### src/rtl/hilo_div_if.sv
`default_nettype none
// ============================================================================
//  Module      : hilo_div_if
//  Description : Request/response bundle between the EX stage and the HI/LO
//                divider (operands and flush in, stall/ready/results out).
//  Revision    : 1.0 - initial release
// ============================================================================
interface hilo_div_if #(
    parameter int WIDTH = 32
);
    logic             start_i;
    logic             signed_i;
    logic [WIDTH-1:0] a_i;
    logic [WIDTH-1:0] b_i;
    logic             annul_i;
    logic             busy_o;
    logic             ready_o;
    logic [WIDTH-1:0] lo_o;
    logic [WIDTH-1:0] hi_o;

    modport master (
        output start_i, signed_i, a_i, b_i, annul_i,
        input  busy_o, ready_o, lo_o, hi_o
    );

    modport slave (
        input  start_i, signed_i, a_i, b_i, annul_i,
        output busy_o, ready_o, lo_o, hi_o
    );
endinterface
`default_nettype wire

### src/rtl/hilo_div_unit.sv
`default_nettype none
// ============================================================================
//  Module      : hilo_div_unit
//  Description : Iterative radix-2 restoring divider for MIPS DIV/DIVU.
//                Quotient to LO, remainder to HI; stalls EX while iterating.
//  Revision    : 1.0 - initial release
// ============================================================================
module hilo_div_unit #(
    parameter int WIDTH = 32
) (
    input  wire logic   clk,
    input  wire logic   rst,
    hilo_div_if.slave   bus
);
    localparam int               CNT_W  = $clog2(WIDTH);
    localparam logic [CNT_W-1:0] C_LAST = CNT_W'(WIDTH - 1);

    typedef enum logic [1:0] {
        S_IDLE  = 2'd0,
        S_DZERO = 2'd1,
        S_RUN   = 2'd2,
        S_DONE  = 2'd3
    } state_t;

    state_t           r_state;
    state_t           w_state_next;
    logic [CNT_W-1:0] r_cnt;
    logic [WIDTH-1:0] r_dvd;
    logic [WIDTH-1:0] r_dvs;
    logic [WIDTH-1:0] r_rem;
    logic             r_neg_q;
    logic             r_neg_r;
    logic [WIDTH-1:0] r_lo;
    logic [WIDTH-1:0] r_hi;

    logic             w_accept;
    logic             w_busy;
    logic             w_ready;
    logic [WIDTH-1:0] w_abs_a;
    logic [WIDTH-1:0] w_abs_b;
    logic [WIDTH:0]   w_shift;
    logic             w_ge;
    logic [WIDTH-1:0] w_rem_next;
    logic [WIDTH-1:0] w_quo_next;

    assign w_accept = (r_state == S_IDLE) && bus.start_i && !bus.annul_i;

    // Magnitudes are taken as unsigned, so |0x80000000| stays 0x80000000.
    assign w_abs_a = (bus.signed_i && bus.a_i[WIDTH-1]) ? -bus.a_i : bus.a_i;
    assign w_abs_b = (bus.signed_i && bus.b_i[WIDTH-1]) ? -bus.b_i : bus.b_i;

    // The remainder always fits WIDTH bits after the conditional subtract,
    // so a modulo-WIDTH subtraction yields the exact restored value.
    assign w_shift    = {r_rem, r_dvd[WIDTH-1]};
    assign w_ge       = (w_shift >= {1'b0, r_dvs});
    assign w_rem_next = w_shift[WIDTH-1:0] - (w_ge ? r_dvs : '0);
    assign w_quo_next = {r_dvd[WIDTH-2:0], w_ge};

    always_ff @(posedge clk or negedge rst) begin
        if (!rst) begin
            r_state <= S_IDLE;
        end else begin
            r_state <= w_state_next;
        end
    end

    always_comb begin
        w_state_next = r_state;
        w_busy       = 1'b0;
        w_ready      = 1'b0;
        case (r_state)
            S_IDLE: begin
                if (w_accept) begin
                    w_state_next = (bus.b_i == '0) ? S_DZERO : S_RUN;
                end
            end
            S_DZERO: begin
                w_busy       = 1'b1;
                w_state_next = bus.annul_i ? S_IDLE : S_DONE;
            end
            S_RUN: begin
                w_busy = 1'b1;
                if (bus.annul_i) begin
                    w_state_next = S_IDLE;
                end else if (r_cnt == C_LAST) begin
                    w_state_next = S_DONE;
                end
            end
            S_DONE: begin
                w_ready      = 1'b1;
                w_state_next = S_IDLE;
            end
            default: w_state_next = S_IDLE;
        endcase
    end

    always_ff @(posedge clk or negedge rst) begin
        if (!rst) begin
            r_cnt   <= '0;
            r_dvd   <= '0;
            r_dvs   <= '0;
            r_rem   <= '0;
            r_neg_q <= 1'b0;
            r_neg_r <= 1'b0;
            r_lo    <= '0;
            r_hi    <= '0;
        end else begin
            if (w_accept) begin
                // A zero divisor keeps the raw dividend: it becomes HI as-is.
                r_dvd   <= (bus.b_i == '0) ? bus.a_i : w_abs_a;
                r_dvs   <= w_abs_b;
                r_rem   <= '0;
                r_cnt   <= '0;
                r_neg_q <= bus.signed_i && (bus.a_i[WIDTH-1] ^ bus.b_i[WIDTH-1]);
                r_neg_r <= bus.signed_i && bus.a_i[WIDTH-1];
            end else if (r_state == S_DZERO && !bus.annul_i) begin
                r_lo <= '1;
                r_hi <= r_dvd;
            end else if (r_state == S_RUN && !bus.annul_i) begin
                r_dvd <= w_quo_next;
                r_rem <= w_rem_next;
                r_cnt <= r_cnt + CNT_W'(1);
                if (r_cnt == C_LAST) begin
                    r_lo <= r_neg_q ? -w_quo_next : w_quo_next;
                    r_hi <= r_neg_r ? -w_rem_next : w_rem_next;
                end
            end
        end
    end

    assign bus.busy_o  = w_busy;
    assign bus.ready_o = w_ready;
    assign bus.lo_o    = r_lo;
    assign bus.hi_o    = r_hi;

endmodule
`default_nettype wire
### src/flat_wrapper.sv
// flat-port wrapper written by rule: the top's interface ports become plain ports
module hilo_div_unit_flat 
#(
    parameter int WIDTH = 32
)
  (clk, rst, bus_start_i, bus_signed_i, bus_a_i, bus_b_i, bus_annul_i, bus_busy_o, bus_ready_o, bus_lo_o, bus_hi_o);
  hilo_div_if #(.WIDTH(WIDTH)) bus_i ();
  input  wire logic clk;
  input  wire logic rst;
  input wire logic [$bits(bus_i.start_i)-1:0] bus_start_i;
  input wire logic [$bits(bus_i.signed_i)-1:0] bus_signed_i;
  input wire logic [$bits(bus_i.a_i)-1:0] bus_a_i;
  input wire logic [$bits(bus_i.b_i)-1:0] bus_b_i;
  input wire logic [$bits(bus_i.annul_i)-1:0] bus_annul_i;
  output wire logic [$bits(bus_i.busy_o)-1:0] bus_busy_o;
  output wire logic [$bits(bus_i.ready_o)-1:0] bus_ready_o;
  output wire logic [$bits(bus_i.lo_o)-1:0] bus_lo_o;
  output wire logic [$bits(bus_i.hi_o)-1:0] bus_hi_o;
  assign bus_i.start_i = bus_start_i;
  assign bus_i.signed_i = bus_signed_i;
  assign bus_i.a_i = bus_a_i;
  assign bus_i.b_i = bus_b_i;
  assign bus_i.annul_i = bus_annul_i;
  assign bus_busy_o = bus_i.busy_o;
  assign bus_ready_o = bus_i.ready_o;
  assign bus_lo_o = bus_i.lo_o;
  assign bus_hi_o = bus_i.hi_o;
  hilo_div_unit #(.WIDTH(WIDTH)) u_core (.clk(clk), .rst(rst), .bus(bus_i));
endmodule
### config.mk
export PLATFORM = sky130hd
export DESIGN_NAME = hilo_div_unit_flat
export DESIGN_NICKNAME = d
export VERILOG_FILES = /design/src/rtl/hilo_div_if.sv /design/src/rtl/hilo_div_unit.sv /design/src/flat_wrapper.sv
export SDC_FILE = /design/constraint.sdc
export NUM_CORES = 1
export LEC_CHECK = 0
export CELL_PAD_IN_SITES_DETAIL_PLACEMENT = 1
export CELL_PAD_IN_SITES_GLOBAL_PLACEMENT = 2
export CORE_ASPECT_RATIO = 0.75
export CORE_UTILIZATION = 35
export DETAILED_ROUTE_END_ITERATION = 10
export PLACE_DENSITY_LB_ADDON = 0.1
export SYNTH_ARGS = -nofsm -noshare
export SYNTH_HDL_FRONTEND = slang
export SYNTH_SLANG_ARGS = --single-unit
### constraint.sdc
create_clock -name clk -period 6.95 [get_ports clk]
set_input_delay 2.085 -clock clk [delete_from_list [all_inputs] [get_ports clk]]
set_output_delay 2.085 -clock clk [all_outputs]
set_load 0.005 [all_outputs]
-- Yosys cells after proc, flatten, opt, wreduce, memory -nomap -nowiden
Cells that the tools add are included.
W data, S select, Z words.
- add/subtract/negate cells: 6
- magnitude comparators: 1
- equality and inequality tests: 7
- multiplexer cells: 29
- bitwise operators: 2
- reductions and logical operators: 17
- operator list (cell ; count):
    $mux W32 ; 18
    $neg A32 Y32 ; 4
    $ge A33 B32 Y1 ; 1
    $logic_not A32 Y1 ; 1
    $sub A32 B32 Y32 ; 1
    $mux W5 ; 3
    $mux W2 ; 5
    $pmux W2 S4 ; 1
    $logic_and A1 B1 Y1 ; 7
    $reduce_bool A2 Y1 ; 3
    $add A5 B1 Y5 const B ; 1
    $eq A5 B5 Y1 const B ; 1
    $eq A2 B2 Y1 const B ; 2
    $ne A2 B1 Y1 const B ; 2
    $reduce_and A2 Y1 ; 2
    $ne A3 B2 Y1 const B ; 1
    $reduce_and A3 Y1 ; 1
    $eq A2 B1 Y1 const B ; 1
    $logic_not A2 Y1 ; 1
    $mux W1 ; 2
    $reduce_or A2 Y1 ; 1
    $logic_not A1 Y1 ; 1
    $not A1 Y1 ; 1
    $xor A1 B1 Y1 ; 1
- register bits after elaboration: 169
- bits of input ports: 69
- output and inout bits: 66
- word-level logic and storage cells: 71

-- Depth between registers and ports, before layout
- depth after elaboration: 8
- gate-level depth with buffers: 22
- depth with buffers taken out: 22

-- Least setup slack after synthesis
Ideal clock, no wire load.
- kind: register -> register
- from: reg u_core.r_rem[7]
- to: reg u_core.r_hi[31], in the netlist u_core.bus.hi_o[31]
- library setup time: 0.126 ns
- data arrival time: 5.512 ns
- data required time: 6.824 ns
- slack: 1.312 ns
- cell stages (with the launch flop): 21
- buffers on the path: 1
- period minus slack after synthesis: 5.638 ns
- cells stage by stage: dfrtp_1 > ha_1 > nand4_1 > nor3_1 > a21oi_1 > a31oi_1 > a21boi_0 > o31ai_1 > clkbuf_1 > nand2_1 > fa_1 > a211oi_1 > o211ai_1 > a21oi_4 > xor2_1 > o221ai_2 > nor4b_2 > nand4_2 > o41ai_2 > xor2_1 > a221o_1
- word-level cells in the longest chain between the ends: 8
- RTL lines (item ; line ; text):
    start: declaration ; hilo_div_unit.sv:30 ; logic [WIDTH-1:0] r_rem;
    start signal: assignment ; hilo_div_unit.sv:121 ; r_rem <= w_rem_next;
    $ge A33 B32 Y1 ; hilo_div_unit.sv:55 ; assign w_ge = (w_shift >= {1'b0, r_dvs});
    $mux W32 ; hilo_div_unit.sv:56 ; assign w_rem_next = w_shift[WIDTH-1:0] - (w_ge ? r_dvs : '0);
    $sub A32 B32 Y32 * ; hilo_div_unit.sv:56 ;
    $neg A32 Y32 ; hilo_div_unit.sv:125 ; r_hi <= r_neg_r ? -w_rem_next : w_rem_next;
    $mux W32 * ; hilo_div_unit.sv:125 ;
    $mux W32 * ; hilo_div_unit.sv:123 ; if (r_cnt == C_LAST) begin
    $mux W32 * ; hilo_div_unit.sv:119 ; end else if (r_state == S_RUN && !bus.annul_i) begin
    $mux W32 * ; hilo_div_unit.sv:116 ; end else if (r_state == S_DZERO && !bus.annul_i) begin
    end signal: assignment ; hilo_div_unit.sv:118 ; r_hi <= r_dvd;
    end signal: assignment ; hilo_div_unit.sv:125 ;
    end: declaration ; hilo_div_unit.sv:34 ; logic [WIDTH-1:0] r_hi;
Mark *: on every way between the ends. The rest lies on a longest branch, timed or not. The select of a mux whose other input is x is not followed.
A chain may end at the register's enable or synchronous reset.

-- Worst setup path after layout
- from: reg u_core.r_dvs[28]
- to: reg u_core.r_hi[31], in the netlist u_core.bus.hi_o[31]
- word-level cells in the longest chain between the ends: 8
- RTL lines (item ; line ; text):
    start: declaration ; hilo_div_unit.sv:29 ; logic [WIDTH-1:0] r_dvs;
    start signal: assignment ; hilo_div_unit.sv:111 ; r_dvs <= w_abs_b;
    $ge A33 B32 Y1 ; hilo_div_unit.sv:55 ;
    $mux W32 * ; hilo_div_unit.sv:56 ;
    $sub A32 B32 Y32 * ; hilo_div_unit.sv:56 ;
    $neg A32 Y32 ; hilo_div_unit.sv:125 ;
    $mux W32 * ; hilo_div_unit.sv:125 ;
    $mux W32 * ; hilo_div_unit.sv:123 ;
    $mux W32 * ; hilo_div_unit.sv:119 ;
    $mux W32 * ; hilo_div_unit.sv:116 ;
Marks and branches as above.

==> flow_summary.yaml <==
sta:
  fin_tns_setup_ps: 0
  skew_ps: 16.3
  setup_viol: 0
  max_slew.worst_pin.slew_ps: 1230
  fmax_mhz: 158
  period_minus_slack_ps: 6330
  finalHoldViolCount: 0
  drv_slew: 0
  finalCritPeriodShare_pct: 91.0
  rsz0062_at_grt: "false"
  slew-limit-headroom_pct: 17.9
die:
  rows: 58
  die_h_um: 164
  start_util_pct: 36.0
  die_width_um: 218
  io_pins: 135
  die_area_um2: 35700
  core_area_um2: 34000
grt:
  grt_pass1_vias: 11800
  grt.total_usage_pct: 25.4
  grt_max_degree: 101
  grt_util_met1_pct: 37.4
  grt_use_met2_pct: 38.5
  use_met3_pct: 3.52
  antenna_found_initial: 0
  grt.busiest_layer: "met2"
  grt_pass1_wl_um: 69300
  overflow: 0
route:
  drt_iter0_markers: 699
  vias: 11400
  viasPerCell: 5.66
  antenna_left: 0
  dr.pass1.iters: 5
  routed_wirelength_um: 43900
  drc: 0
  wl_per_cell_um: 21.8
place:
  globalplace.congestion: 0.877
  dp_hpwl_um: 33200
  numPortBuffers: 134
cts:
  path_clk_slew_ps: 70
  hold_buffers: 0
  post-cts-setup-buffer-count: 0
  root_buffer: "clkbuf_16"
  htreeDepth: 4
  cts-resized-gates: 0
  clock_path_buffers: 2
  clkLatencyLatePin_ps: 470
  cts_buffers: 17
  cts_tree: "built"
  cts.sinks: 169
worst_setup_path:
  crit_cells: 23
  crit_chain: "inv_1 -> ha_1 -> nand3_1 -> or3_1 -> a21oi_1 -> a2111oi_0 -> clkbuf_2 -> buf_4 -> o31ai_4 -> buf_4 -> nand2_1 -> fa_1 -> a211oi_1 -> o211ai_1 -> a21oi_4 -> xor2_1 -> o221ai_2 -> nor4b_2 -> buf_4 -> nand4_2 -> o41ai_2 -> xor2_1 -> a221o_1"
  path_max_fanout: 21
  worst_r2r_path_depth: 23
  crit_family: "compound AO/OA/AOI/OAI gates"
  start_kind: "register"
  critPathArrivalTime_ps: 6670
  r2r_slack_ps: 620
  end_kind: "register"
  max_stage_delay_ps: 560
  crit_buf_inv: 5
  slowest_stage: "or3_1"
  path_class: "reg2reg"
  crit_required_ps: 7290
  cpMostUsedCell: "buf_4"
final_layout:
  drive_gt1_share_pct: 6.00
  layout_commonest_cell: "nand2_1"
  syn_to_final_growth_pct: 20.2
  n_antenna_cell: 0
  nets: 1698
  final_cell_mix: "nand2_1 (170), o21ai_0 (169), dfrtp_1 (169)"
synthesis:
  synth_top_area_cell: "dfrtp_1"
  syn_inst: 1456
  async_flop_share_pct: 100
  synth_seq_cells: 169
  synth.net_count: 1600
  synth-seq-area-share_pct: 34.6
  syn_area_um2: 12200
  synth_top_area_share_pct: 34.6
  ys.warnings.count: 0
  dominantRegCellSynth: "dfrtp_1"
  synth_cell_types: 74
  avgSynthCellArea_um2: 8.40
  synth.area.top_cells: "dfrtp_1 (35%), ha_1 (7.6%), o21ai_0 (6.9%)"
  synth_edf_count: 0
status:
  run_status: "completed"
job:
  maxCapViolCount: 0
hold_path:
  min-delay-path-class: "reg2reg"
  min_delay_path_depth: 2
## cell usage after synthesis, drive strengths merged (11+ instances only)
master,instances
o21ai,174
nand2,170
dfrtp,169
a21oi,117
nor2,109
xor2,83
ha,74
clkbuf,68
xnor2,53
inv,47
a22oi,29
nor3,27
o31ai,27
a21o,21
a22o,19
nand3,18
or4,18
a31oi,14
nand2b,14
o21a,14
or3,14
o41ai,13
and3,12
mux2i,12
and2,11
nand4,11
nor2b,11
or2,11
## worst min-delay path: cells and delay by family (launching register included)
kind               cells  cell delay [ps]
AOI/OAI and AO/OA      1               60
and+or+nand+nor        1               50
DFF                    1              350
## final timing paths
check / end / startpoint
min in group asynchronous: u_core.r_dvs[25]$_DFFE_PN0P_ / rst
worst max register to register: u_core.bus.hi_o[31]$_DFFE_PN0P_ / u_core.r_dvs[28]$_DFFE_PN0P_
worst min register to register: u_core.bus.hi_o[0]$_DFFE_PN0P_ / u_core.bus.hi_o[0]$_DFFE_PN0P_
worst max-delay path: u_core.bus.hi_o[31]$_DFFE_PN0P_ / u_core.r_dvs[28]$_DFFE_PN0P_
worst min-delay path: u_core.bus.hi_o[0]$_DFFE_PN0P_ / u_core.bus.hi_o[0]$_DFFE_PN0P_
max in group asynchronous: u_core.r_dvd[1]$_DFFE_PN0P_ / rst
## flip-flops by register name (all words and copies together), names as in the netlist
signal	flops
u_core.r_cnt	5
u_core.r_rem	32
u_core.r_dvs	32
u_core.r_neg_r	1
u_core.r_state	2
u_core.r_neg_q	1
u_core.bus.lo_o	32
u_core.r_dvd	32
u_core.bus.hi_o	32
## per-layer routing
metal	share of wire [%]	routed length, um
met2	43	19100
met1	52	22600
met3	3.0	1340
met5	0	0
met4	1.9	822
## final cells by class
| class | count | area (um2) |
|---|---|---|
| flip-flops and latches | 169 | 4230 |
| well taps | 450 | 563 |
| clock inverters | 13 | 201 |
| multi-input cells | 1162 | 7560 |
| inverters | 47 | 176 |
| repair buffers | 157 | 1530 |
| clock buffers | 19 | 453 |
| fillers | 3998 | 19300 |
## cell families after synthesis
kind of cell    count (synthesis)  share of synthesized area, %
fa+ha+maj                      75                          7.73
buf+inv                       125                          3.93
compound gates                489                          25.3
simple gates                  449                          17.7
flops                         169                          34.6
xor+xnor                      136                          9.74
mux                            13                          1.07
## metrics by stage
stage / hold slack (ps) / worst slack, ps / util [%] / std cells / cell area, um2
4_1_cts: 505 / 378 / 43.3 / 2016 / 14700
5_1_grt: 527 / 145 / 43.3 / 2017 / 14700
3_3_place_gp: 467 / 339 / 41.4 / 1984 / 14000
2_1_floorplan: 458 / 1310 / - / 1456 / 12200
3_5_place_dp: 483 / 430 / 41.4 / 1984 / 14000
6_report: 497 / 623 / 43.3 / 2017 / 14700
Power is left out: the tool's default activity adds up to more than one toggle a clock period on the data nets, which glitch-free logic cannot reach.
